**config.mk**
```make
export PLATFORM = sky130hd
export DESIGN_NAME = bcd_serial_add_ctrl
export DESIGN_NICKNAME = d
export VERILOG_FILES = /design/src/rtl/bcd_pkg.sv /design/src/rtl/bcd_digit_adder.sv /design/src/rtl/bcd_serial_add_ctrl.sv
export SDC_FILE = /design/constraint.sdc
export NUM_CORES = 1
export LEC_CHECK = 0
export ABC_AREA = 1
export CORE_ASPECT_RATIO = 0.6
export CORE_UTILIZATION = 40
export DETAILED_ROUTE_END_ITERATION = 16
export DONT_BUFFER_PORTS = 1
export SYNTH_ARGS = -nofsm -noshare
export SYNTH_HDL_FRONTEND = slang
export SYNTH_SLANG_ARGS = --single-unit
```
**constraint.sdc**
```tcl
create_clock -name CLOCK_50 -period 2.7 [get_ports CLOCK_50]
set_input_delay 0.405 -clock CLOCK_50 [delete_from_list [all_inputs] [get_ports CLOCK_50]]
set_output_delay 0.405 -clock CLOCK_50 [all_outputs]
set_load 0.005 [all_outputs]
```
**src/rtl/bcd_pkg.sv**
```systemverilog
// Shared types and constants for the serial BCD adder.
package bcd_pkg;

    typedef logic [3:0] bcd_digit_t;

    typedef enum logic [1:0] {
        IDLE = 2'd0,
        ADD  = 2'd1,
        DONE = 2'd2
    } state_t;

    localparam bcd_digit_t BCD_MAX  = 4'd9;
    localparam bcd_digit_t BCD_CORR = 4'd6;

endpackage

```
**src/rtl/bcd_digit_adder.sv**
```systemverilog
// One-digit BCD adder: binary sum of two digits plus carry, decimal-corrected.
module bcd_digit_adder
    import bcd_pkg::*;
(
    input  bcd_digit_t a,
    input  bcd_digit_t b,
    input  logic       cin,
    output bcd_digit_t s,
    output logic       cout
);

    logic [4:0] raw;

    assign raw = {1'b0, a} + {1'b0, b} + {4'd0, cin};

    always_comb begin
        s    = raw[3:0];
        cout = 1'b0;
        if (raw > {1'b0, BCD_MAX}) begin
            // Adding 6 skips the six unused codes; the wrap past 15 is the decimal carry.
            s    = raw[3:0] + BCD_CORR;
            cout = 1'b1;
        end
    end

endmodule

```
**src/rtl/bcd_serial_add_ctrl.sv**
```systemverilog
// Digit-serial BCD adder: one shared digit adder walks the operands LSD first.
// Define BCD_INVALID_CHECK_EN to reject operands containing digits above 9.
module bcd_serial_add_ctrl
    import bcd_pkg::*;
#(
    parameter int NDIGITS = 4
) (
    input  logic                   CLOCK_50,
    input  logic                   reset,
    input  logic                   start,
    input  logic [4*NDIGITS-1:0]   a,
    input  logic [4*NDIGITS-1:0]   b,
    output logic                   busy,
    output logic                   done,
    output logic [4*NDIGITS-1:0]   sum,
    output logic                   cout,
    output logic                   err
);

    localparam int IDXW = (NDIGITS > 1) ? $clog2(NDIGITS) : 1;
    localparam logic [IDXW-1:0] LAST = IDXW'(NDIGITS - 1);

    state_t state, state_n;

    logic [NDIGITS-1:0][3:0] opa, opb, sum_r;
    logic [IDXW-1:0]         idx;
    logic                    carry;
    logic                    accept;
    logic                    bad;
    bcd_digit_t              dsum;
    logic                    dcout;

    bcd_digit_adder u_digit (
        .a    (opa[idx]),
        .b    (opb[idx]),
        .cin  (carry),
        .s    (dsum),
        .cout (dcout)
    );

`ifdef BCD_INVALID_CHECK_EN
    logic err_r;

    always_comb begin
        bad = 1'b0;
        for (int i = 0; i < NDIGITS; i++) begin
            if (a[i*4 +: 4] > BCD_MAX || b[i*4 +: 4] > BCD_MAX)
                bad = 1'b1;
        end
    end

    always_ff @(posedge CLOCK_50) begin
        if (reset)
            err_r <= 1'b0;
        else if (accept)
            err_r <= bad;
    end

    assign err = err_r;
`else
    assign bad = 1'b0;
    assign err = 1'b0;
`endif

    always_ff @(posedge CLOCK_50) begin
        if (reset)
            state <= IDLE;
        else
            state <= state_n;
    end

    always_comb begin
        state_n = state;
        accept  = 1'b0;
        case (state)
            IDLE: begin
                if (start) begin
                    accept  = 1'b1;
                    state_n = bad ? DONE : ADD;
                end
            end
            ADD:     if (idx == LAST) state_n = DONE;
            DONE:    state_n = IDLE;
            default: state_n = IDLE;
        endcase
    end

    // Sum and carry are cleared at capture, so a rejected operand pair reports 0.
    always_ff @(posedge CLOCK_50) begin
        if (reset) begin
            opa   <= '0;
            opb   <= '0;
            sum_r <= '0;
            carry <= 1'b0;
            idx   <= '0;
        end else if (accept) begin
            opa   <= a;
            opb   <= b;
            sum_r <= '0;
            carry <= 1'b0;
            idx   <= '0;
        end else if (state == ADD) begin
            sum_r[idx] <= dsum;
            carry      <= dcout;
            idx        <= idx + 1'b1;
        end
    end

    assign busy = (state != IDLE);
    assign done = (state == DONE);
    assign sum  = sum_r;
    assign cout = carry;

endmodule

```
# [Word level (Yosys, flattened, before mapping)]
# Index checks and enable logic that the tools add are counted.
[word_totals] regBits=53 latch_bits=0 ram_bits=0 mem_bits_ro=0 in_bits=35 output_inout_bits=20 word_cells=46 mem_count=0
[classes] addsub=4 mul=0 div=0 n_lt_le_gt_ge=3 n_eq_ne=5 n_shift=0 n_mux=14 bitwise_logic=0 n_reduce_logical=5
[ops] cell="4-bit binary-select mux with 2-bit select" count=2
[ops] cell="16-bit bitwise mux" count=1
[ops] cell="4-bit two-way mux" count=4
[ops] cell="4-bit demux with 2-bit select" count=1
[ops] cell="4-bit by 4-bit adder with 5-bit output" count=1
[ops] cell="5-bit by 1-bit adder with 5-bit output" count=1
[ops] cell="5-bit by 4-bit > comparator with 1-bit output (second input constant)" count=1
[ops] cell="4-bit by 3-bit adder with 4-bit output (second input constant)" count=1
[ops] cell="2-bit == test (second input constant)" count=2
[ops] cell="2-bit two-way mux" count=2
[ops] cell="2-bit inequality test (second input constant)" count=2
[ops] cell="2-bit one-hot mux with 2 select lines" count=1
[ops] cell="2-bit by 3-bit < comparator with 1-bit output (second input constant)" count=1
[ops] cell="1-bit two-way mux" count=3
[ops] cell="2-bit by 1-bit adder with 2-bit output (second input constant)" count=1
[ops] cell="2-bit by 1-bit == test with 1-bit output (second input constant)" count=1
[ops] cell="2-bit by 1-bit greater-or-equal comparator with 1-bit output (second input constant)" count=1
[ops] cell="2-bit logical NOT" count=1
[ops] cell="2-bit AND reduction" count=1
[ops] cell="2-bit nonzero test" count=1
[ops] cell="2-bit OR reduction" count=1
[ops] cell="1-bit logical AND" count=1

# [Depth between registers and ports, before layout]
# Gate-level depths: netlist (run 1).
[depth] depth_word=7 depth_mapped=20 ltp_nobuf=18

# [Hierarchy]
# A second synthesis (run 1) with hierarchy kept.
[unflattened] hier_cells=426 hier_area_um2=2817.7
[modules_own_cells] mod="bcd_serial_add_ctrl" n_inst=1 cells_per_inst=379 area_each_um2=2517.4 seq_area_each_um2=1061.0
[modules_own_cells] mod="bcd_digit_adder" n_inst=1 cells_per_inst=47 area_each_um2=300.3 seq_area_each_um2=0.0

# [Worst setup path after synthesis (run 1)]
# OpenSTA, ideal clock, no wires.
[synth_timing] path_kind="flip-flop to flip-flop" start="register idx[0]" end="register sum_r, in the netlist sum[15]" setup_time_ns=0.109 t_arrival_ns=2.792 required_time_ns=2.591 slack_ns=-0.201 path_stages_with_launch=18 n_path_buf=2 period_less_slack_ns=2.901 cell_sequence="dfxtp_1 > buf_2 > inv_1 > buf_2 > nor2_1 > o22ai_1 > fa_1 > fa_1 > inv_1 > ha_1 > a21oi_1 > a21oi_2 > nand2_2 > nand2_2 > nand2_2 > nand3_1 > nand2_1 > inv_1"
[synth_between] elab_chain_len=7 elab_cells_between_ends=15 cone_classes="3 x add/sub; 3 x order compare; 8 x mux; 1 x reduce/logical"
[synth_lines] element="start, declared" line="bcd_serial_add_ctrl.sv:26" source="logic [IDXW-1:0] idx;"
[synth_lines] element="start signal, assigned" line="bcd_serial_add_ctrl.sv:105" source="idx <= idx + 1'b1;"
[synth_lines] element="4-bit binary-select mux with 2-bit select, on equally long branches" line="bcd_serial_add_ctrl.sv:34, bcd_serial_add_ctrl.sv:35"
[synth_lines] element="4-bit two-way mux, on equally long branches" line="bcd_serial_add_ctrl.sv:34, bcd_serial_add_ctrl.sv:35"
[synth_lines] element="4-bit by 4-bit adder with 5-bit output" line="bcd_digit_adder.sv:14" source="assign raw = {1'b0, a} + {1'b0, b} + {4'd0, cin};"
[synth_lines] element="5-bit by 1-bit adder with 5-bit output" line="bcd_digit_adder.sv:14"
[synth_lines] element="4-bit by 3-bit adder with 4-bit output or 5-bit by 4-bit > comparator with 1-bit output (tied branches)" line="bcd_digit_adder.sv:21, bcd_digit_adder.sv:19"
[synth_lines] element="4-bit two-way mux" line="bcd_digit_adder.sv:19" source="if (raw > {1'b0, BCD_MAX}) begin"
[synth_lines] element="16-bit bitwise mux *" line="bcd_serial_add_ctrl.sv:103" source="sum_r[idx] <= dsum;"
[synth_lines] element="end signal, assigned by index" line="bcd_serial_add_ctrl.sv:103"
[synth_lines] element="end, declared" line="bcd_serial_add_ctrl.sv:25" source="logic [NDIGITS-1:0][3:0] opa, opb, sum_r;"
# Every way passes the cells marked *; elsewhere a longest branch is shown, timed or not. The select of a mux whose other input is x is not followed.
# A chain may end at the register's enable or synchronous reset.

# [Worst setup path in the final report (run 1)]
[layout_timing] start="register idx[0]" end="register sum_r, in the netlist sum[1]"
# The elaborated chain is that of the path after synthesis.

==> results of run 1 <==
[worst max path at each step]
stage	startpoint	slack (ns)	cells after the start	end
2_1_floorplan	idx[0]	-0.01	17	sum[15]
3_3_place_gp	idx[0]	-0.02	17	sum[13]
3_5_place_dp	idx[0]	-0.08	17	sum[13]
4_1_cts	idx[0]	-0.006	15	sum[13]
5_1_grt	idx[0]	-0.18	18	sum[13]
6_report	idx[0]	-0.05	16	sum[1]
[critical path: cells and delay by family, from the launching register on]
kind            cells  cell delay [ns]
simple gates        6             0.61
buf+inv             4             0.31
flops               1             0.39
compound gates      3             0.23
fa+ha+maj           3             1.13
[per-stage QoR]
| stage | utilization | total power [W] | cell area [um2] | std cells |
|---|---|---|---|---|
| detailed placement | 0.465 | 0.00137 | 2700 | 424 |
| global route | 0.510 | 0.00216 | 2960 | 437 |
| floorplan | - | 0.00127 | 2620 | 348 |
| CTS | 0.491 | 0.00194 | 2850 | 433 |
| global placement | 0.465 | 0.00136 | 2700 | 424 |
| finish | 0.510 | 0.00203 | 2960 | 437 |
[repair_timing]
action                     CTS  global route
resized for setup            9            17
setup endpoints to repair   12            13
pin swaps                    3            12
setup buffers                1             4
[state kept, by name (all words and copies together) (netlist names)]
register  cells
state         2
cout          1
opb          16
opa          16
sum          16
idx           2
[logic make-up (layout without fill, tap and decap cells)]
kind of cell,count (synthesis),after routing,share of synthesized area
AND/OR/NAND/NOR,151,151,0.247
AO/OA/AOI/OAI,82,82,0.186
flip-flops,53,53,0.424
buffers and inverters,50,59,0.0805
adder cells (fa/ha/maj),11,11,0.0610
other,1,1,0.00150
[power groups by stage]
stage	Clock, W	Combinational (W)	Sequential (W)
floorplan	0	0.000395	0.000871
global placement	0	0.000475	0.000884
detailed placement	0	0.000485	0.000884
CTS	0.000578	0.000494	0.000866
global route	0.000616	0.000664	0.000875
finish	0.000564	0.000602	0.000868
[final cells by class]
class | instances | share of cell area
multi-input cells | 245 | 0.477
repair buffers | 16 | 0.0406
inverters | 35 | 0.0477
clock inverters | 2 | 0.0127
flip-flops and latches | 53 | 0.360
well taps | 80 | 0.0338
clock buffers | 6 | 0.0279
[metal layers]
metal  share of wire  track usage  vias to the layer above
li1                -            -                     1136
met1            0.52        0.271                     1006
met2            0.39        0.261                       65
met3           0.079       0.0621                       10
met4           0.015       0.0661                        0
met5               0            0                        -
[cell usage in the layout, fill, tap and decap left out, drive strengths merged]
master,count
nor2,89
dfxtp,53
o21ai,51
nand2,40
inv,35
nand3,22
buf,16
o21a,12
a21oi,11
ha,9
o22ai,8
clkbuf,6
fa,2
conb,1
bufinv,1
clkinvlp,1
==> flow_summary.toml, run 1 <==
[run_status]
status = "finished, violations left"
violations = "negative setup slack"

[sta]
worst_slack_ns = -0.0452
setup_viol = 12
clock_skew_ns = 0.00828
max_freq_mhz = 364
hold_slack_ns = 0.154
max_slew_margin = 0.541
rsz0062_at_grt = "yes"
period_needed_ns = 2.75
maxSlewViolCount = 0
hold_viol = 0
worst_pin_slew_ns = 0.688
setup_tns_ns = -0.341
period_share = 1.02

[grt]
antenna_found_initial = 0
grt_max_degree = 35
grt_usage = 0.189
grt_pass1_vias = 2027
grt.overflow.total = 0
grt_pass1_wl_um = 9780

[detailed_routing]
drc = 0
drt_iter0_markers = 118
vias = 2217
viasPerCell = 5.07
drtPass1Iterations = 4
wl_per_cell_um = 13.6
wl_um = 5960
ant_nets = 0

[pwr]
p_per_area_mw_per_mm2 = 687
power_frac_clock = 0.277
ir_drop_v = 0.000291
p_leak_nw = 1.33
intPower_w = 0.00136
switchingPower_w = 0.000670
share_comb_of_total_power = 0.296
power.share.switching = 0.329
pwr-share-seq = 0.427

[cells_and_area]
diodes = 0
fin_nets = 402
multi_input_area_mm2 = 0.00141
seq_area_mm2 = 0.00107
drive_gt1_frac = 0.179
syn_to_final_growth_pct = 18.3
fillers = 583

[floorplanning]
placementRows = 21
start_util = 0.431
dieHeight_um = 63.3
core-area_mm2 = 0.00581
die-area_mm2 = 0.00659
pin_count = 55
die_x_um = 104

[synthesis]
yosysMostFrequentCell = "nor2_1"
synth_ff_type = "dfxtp_1"
avgSynthCellArea_um2 = 7.19
yosysSeqAreaShare = 0.424
synth_top_cell_by_area = "dfxtp_1"
ys_types = 21
synthTopCellsByCount = "nor2_1 (88), dfxtp_1 (53), o21ai_0 (50)"
ys_seq_elements = 53
yosysWarnings = 0
synth_enable_flop_cells = 0
synthTopCellsByArea = "dfxtp_1 (42%), nor2_1 (13%), o21ai_0 (10%), inv_1 (4.9%), nand2_1 (4.9%)"
async_flop_share = 0
syn-num-nets = 394
syn-instance-count = 348
syn_area_mm2 = 0.00250
synth_top_cell_area_share = 0.424

[placement]
numPortBuffers = 0
place_hpwl_um = 4350
dpl_worst_slack_ns = -0.0760
gp_congestion = 0.795

[hold_path]
worstHoldEndpoint = "state[0]"
hold_class = "primary input to flop"
min_from = "reset"
worstHoldPathCells = 1

[critical_path]
max_stage_delay_ns = 0.57
reg2regPathDepth = 16
crit_chain = "buf_4 -> nor2_4 -> o22ai_4 -> fa_2 -> fa_2 -> inv_4 -> ha_4 -> inv_4 -> a21oi_4 -> a21oi_2 -> nand2_2 -> nand2_4 -> nand2_4 -> nand3_1 -> nand2_1 -> inv_1"
cp_max_fo = 6
path_class = "flop to flop"
cp-end-kind = "flop"
arrival_ns = 3.01
crit_path_top_delay_cell = "fa_2"
r2r-end = "sum[1]"
rrSetupSlack_ns = -0.05
critPathLaunchType = "flop"
r2r-start = "idx[0]"
cp.required_ns = 2.96

[clock_tree]
cts_tree = "done"
tritoncts.num_buffers = 5
clk_pin_slew_worst_paths_ns = 0.10
postCtsHoldBufs = 0
clock_latency_ns = 0.31
h-tree-depth = 2
cts_buffer_depth = 2
clock_sinks = 53
root_buffer = "clkbuf_8"

[run]
maxCapViolCount = 0
Power figures use the tool's default switching activity.
==> inputs of run 2 (changes only) <==
- RECOVER_POWER: default -> 100
- TNS_END_PERCENT: default -> 5
- clock period: 2.7 -> 2.2 ns (I/O delays scaled with it)
==> run 2 against run 1 <==
The flow still finishes with violations (negative setup slack). Clock skew shrank 0.0018 ns. First-iteration DRC count shrank 32%. Final area shrank 0.13%. Power grew 15%. Sequential power grew 22%. Wire length shrank 1.8%. Hold slack lost 0.075 ns. Largest cell class unchanged. Combinational power grew 23%. Utilization shrank 0.065 points.
==> flow_summary.toml, run 2 (synthesis gave the netlist of run 1 again) <==
[hold_path]
hold_class = "primary input to flop"
min_from = "reset"
worstHoldPathCells = 1
worstHoldEndpoint = "state[0]"

[grt]
grt.overflow.total = 0
antenna_found_initial = 0
grt_usage = 0.192
grt_pass1_wl_um = 10000
grt_max_degree = 34
grt_pass1_vias = 2158

[pwr]
p_leak_nw = 1.37
power_w = 0.00233
ir_drop_v = 0.000289
p_per_area_mw_per_mm2 = 788

[detailed_routing]
vias = 2245
ant_nets = 0
drc = 0
wl_um = 5850
drtPass1Iterations = 4
drt_iter0_markers = 80
viasPerCell = 4.99
wl_per_cell_um = 13.0

[cells_and_area]
final_common_cell = "nor2_1"
final_cell_mix = "nor2_1 (86), dfxtp_1 (51), o21ai_0 (47)"
syn_to_final_growth_pct = 18.1
drive_gt1_frac = 0.184
diodes = 0
fin_area_mm2 = 0.00296
fillers = 607
fin_nets = 415

[floorplanning]
core-area_mm2 = 0.00581
placementRows = 21
die_x_um = 104
dieHeight_um = 63.3
die-area_mm2 = 0.00659
pin_count = 55
start_util = 0.431

[sta]
hold_viol = 0
setup_tns_ns = -5.52
period_needed_ns = 2.65
hold_slack_ns = 0.0792
max_slew_margin = 0.380
clock_skew_ns = 0.00646
rsz0062_at_grt = "yes"
worst_pin_slew_ns = 0.926
max_freq_mhz = 378
worst_slack_ns = -0.448
period_share = 1.20
maxSlewViolCount = 0
setup_viol = 13

[critical_path]
cp-end-kind = "flop"
r2r-end = "sum[13]"
cp_max_fo = 6
reg2regPathDepth = 15
arrival_ns = 2.86
cp.required_ns = 2.42
rrSetupSlack_ns = -0.45
path_class = "flop to flop"
r2r-start = "idx[0]"
critPathLaunchType = "flop"

[clock_tree]
root_buffer = "clkbuf_8"
clock_sinks = 53
h-tree-depth = 2
cts_tree = "done"
cts_buffer_depth = 2
clock_latency_ns = 0.30
clk_pin_slew_worst_paths_ns = 0.09
tritoncts.num_buffers = 5
postCtsHoldBufs = 0

[placement]
place_area_mm2 = 0.00282
dpl_worst_slack_ns = -0.610
gp_congestion = 0.870
numPortBuffers = 0
place_hpwl_um = 4530

[run_status]
status = "finished, violations left"
violations = "negative setup slack"

[run]
maxCapViolCount = 0
==> run 2: cell count changes in the layout (fill, tap and decap cells not counted), sizes merged <==
cell	change
clkinv	+2
bufinv	-1
clkinvlp	-1
buf	+11
clkbuf	+2
==> run 2: repair_timing <==
| action | CTS | global route |
|---|---|---|
| setup buffers | 2 | 0 |
| cloned | 0 | 0 |
| pin swaps | 11 | 2 |
| resized for setup | 17 | 0 |
| setup endpoints to repair | 13 | 13 |
==> run 2: worst max path at each step <==
stage / end / cells after the start / slack [ns] / from
finish: sum[13] / 15 / -0.45 / idx[0]
detailed placement: sum[15] / 17 / -0.61 / idx[0]
global route: sum[15] / 15 / -0.61 / idx[0]
global placement: sum[5] / 18 / -0.49 / idx[0]
CTS: sum[13] / 15 / -0.46 / idx[0]
floorplan: sum[15] / 17 / -0.52 / idx[0]
==> run 2: where the power goes <==
| part | switching [W] | total [W] | internal, W | leakage [nW] |
|---|---|---|---|---|
| registers | 0.0000427 | 0.00106 | 0.00102 | 0.437 |
| clock network | 0.000308 | 0.000529 | 0.000221 | 0.0450 |
| logic | 0.000430 | 0.000740 | 0.000310 | 0.885 |
==> run 2: area by class of cell <==
cell class	count	area, um2	area share
Clock buffer	6	72.6	0.0245
Inverter	35	139	0.0470
Sequential cell	53	1070	0.360
Tap cell	80	100	0.0338
Multi-Input combinational cell	245	1360	0.458
Timing Repair Buffer	29	215	0.0728
Clock inverter	2	10.0	0.00338
==> run 2: critical path, stage by stage (launching register included) <==
cell and delay (ns):
dfxtp_4 0.38, buf_4 0.15, nor2_4 0.09, o22ai_2 0.09, fa_2 0.36, fa_2 0.58, inv_4 0.06, ha_4 0.15
a21oi_2 0.13, a21oi_2 0.05, nand2_2 0.13, nand2_4 0.11, nand2_4 0.10, nand3_1 0.07, nand2_1 0.08, inv_1 0.03
==> run 2: per-stage QoR <==
step | instances | utilization
2_1_floorplan | 348 | -
3_3_place_gp | 440 | 0.485
3_5_place_dp | 440 | 0.485
4_1_cts | 450 | 0.512
5_1_grt | 450 | 0.509
6_report | 450 | 0.509
==> run 2: layer usage <==
layer	wire, um	part of all wire	track usage
met1	3140	0.54	0.272
met2	2280	0.39	0.278
met3	376	0.064	0.0600
met4	58	0.0099	0.0536
met5	0	0	0
==> RTL edit: new RTL, settings of run 1 <==
The parameter `NDIGITS` goes from 4 to 2.
--- a/src/rtl/bcd_serial_add_ctrl.sv
+++ b/src/rtl/bcd_serial_add_ctrl.sv
@@ -3,7 +3,7 @@
 module bcd_serial_add_ctrl
     import bcd_pkg::*;
 #(
-    parameter int NDIGITS = 4
+    parameter int NDIGITS = 2
 ) (
     input  logic                   CLOCK_50,
     input  logic                   reset,
Ports: changed (resized a, b and sum); port bits go from 55 to 31. The function was not compared with the original's and may differ.
==> RTL edit against run 1 <==
- final cell count fell by 41%
- clock power shrank 40%
- sequential cell count shrank 25
- power fell by 46%
- count of clock-buffer cells in the layout down 3
- worst setup slack gained 180 ps
- design area is 47% lower
- critical path type unchanged
- first-iteration DRC count fell by 68%
- utilization down 3.8 points
- area after synthesis shrank 43%
- critical endpoint unchanged
- wire length is 50% lower
==> RTL edit: results <==
[outcome]
outcome = "finished, final reports clean"

[final_layout]
seq_area_sq_um = 562
nNetsFinal = 238
n_fill_cell = 378
antenna_cells = 0
drive_gt1_share_pct = 13.7

[global_route]
grt_pass1_wl_microns = 4860
grt_start_max_net_pins = 20
grt_pass1_vias = 1039
grtUsageTotal_pct = 17.2

[clock_network]
cts_buffers = 3
worstSkewPairLatency_ps = 280
h-tree-depth = 1

[logic_synthesis]
ys_types = 19
ys_seq_area_share_pct = 39.3
synth_fa_ha_area_share_pct = 6.32
synthFlopType = "dfxtp_1"
ys_top_cells_by_area = "dfxtp_1 39%, nand2_1 12%, nor2_1 10%, inv_1 7.1%, o21ai_0 6.0%"
ys_top_cells_by_count = "44 x nand2_1, 39 x nor2_1, 28 x dfxtp_1"
synth_xor_area_share_pct = 0
synth_fp_nets = 234
synth_compound_area_share_pct = 11.9

[placement]
dpl-instance-area_sq_um = 1470
hpwl_microns = 2230
portBuffers = 0
gp_congestion = 0.861

[critical_path]
crit_fanout = 4
crit_start = "idx$_SDFFE_PP0N_"
critPathMaxStageDelay_ps = 620
ff2ff_setup_slack_ps = 140
reg2regPathDepth = 15

[route]
post_drt_wl_per_cell_microns = 11.6
dr.first_iter.drc_count = 38
routed_via_density = 4.61

[power]
p_sw_w = 0.000346
vdd_drop_max_uv = 306
p_leak_nw = 0.748
powerClk_w = 0.000339
seq_power_w = 0.000462
intPower_w = 0.000748

[sta]
worst_clock_skew_ps = 3.50
[RTL edit: cell type report]
| type | count | area share (%) |
|---|---|---|
| Clock buffer | 3 | 2.63 |
| Clock inverter | 1 | 1.91 |
| Inverter | 29 | 6.94 |
| Multi-Input combinational cell | 147 | 47.2 |
| Sequential cell | 28 | 35.8 |
| Tap cell | 45 | 3.59 |
| Timing Repair Buffer | 4 | 1.91 |
[RTL edit: per-layer routing]
metal  vias to the layer above  part of all wire, %  wire (microns)  GRT usage, %
li1                        653                    -               -             -
met2                        25                   36            1060          23.6
met1                       505                   59            1740          26.2
met4                         0                 0.47              14          2.18
met5                         -                    0               0             0
met3                         2                  5.3             157          5.42
[RTL edit: critical path, delay by kind of cell, from the launching register on]
kind	cells	cell delay, ps
AND/OR/NAND/NOR	7	520
buffers and inverters	4	240
flip-flops	1	360
AO/OA/AOI/OAI	1	130
adder cells (fa/ha/maj)	3	1210
[RTL edit: timing repair]
| action | in CTS | in global routing |
|---|---|---|
| setup endpoints to repair | 0 | 7 |
| gates resized for setup | 0 | 7 |
| setup buffers | 0 | 2 |
| hold buffers | 0 | 0 |
[RTL edit: stage by stage]
stage               setup WS (ps)  cells  hold WS, ps
floorplan                     241    209          455
global placement             83.4    251          469
detailed placement           55.4    251          474
CTS                          40.2    255          167
global route                -19.1    257          159
finish                        139    257          173
[RTL edit: how the worst max path moves through the flow]
stage | endpoint | depth (start not counted)
final | sum[1]$_SDFFE_PP0P_ | 15
after global routing | sum[2]$_SDFFE_PP0P_ | 15
after CTS | sum[2]$_SDFFE_PP0P_ | 15
after detailed placement | sum[2]$_SDFFE_PP0P_ | 15
after global placement | sum[2]$_SDFFE_PP0P_ | 15
after floorplan | sum[6]$_SDFFE_PP0P_ | 18
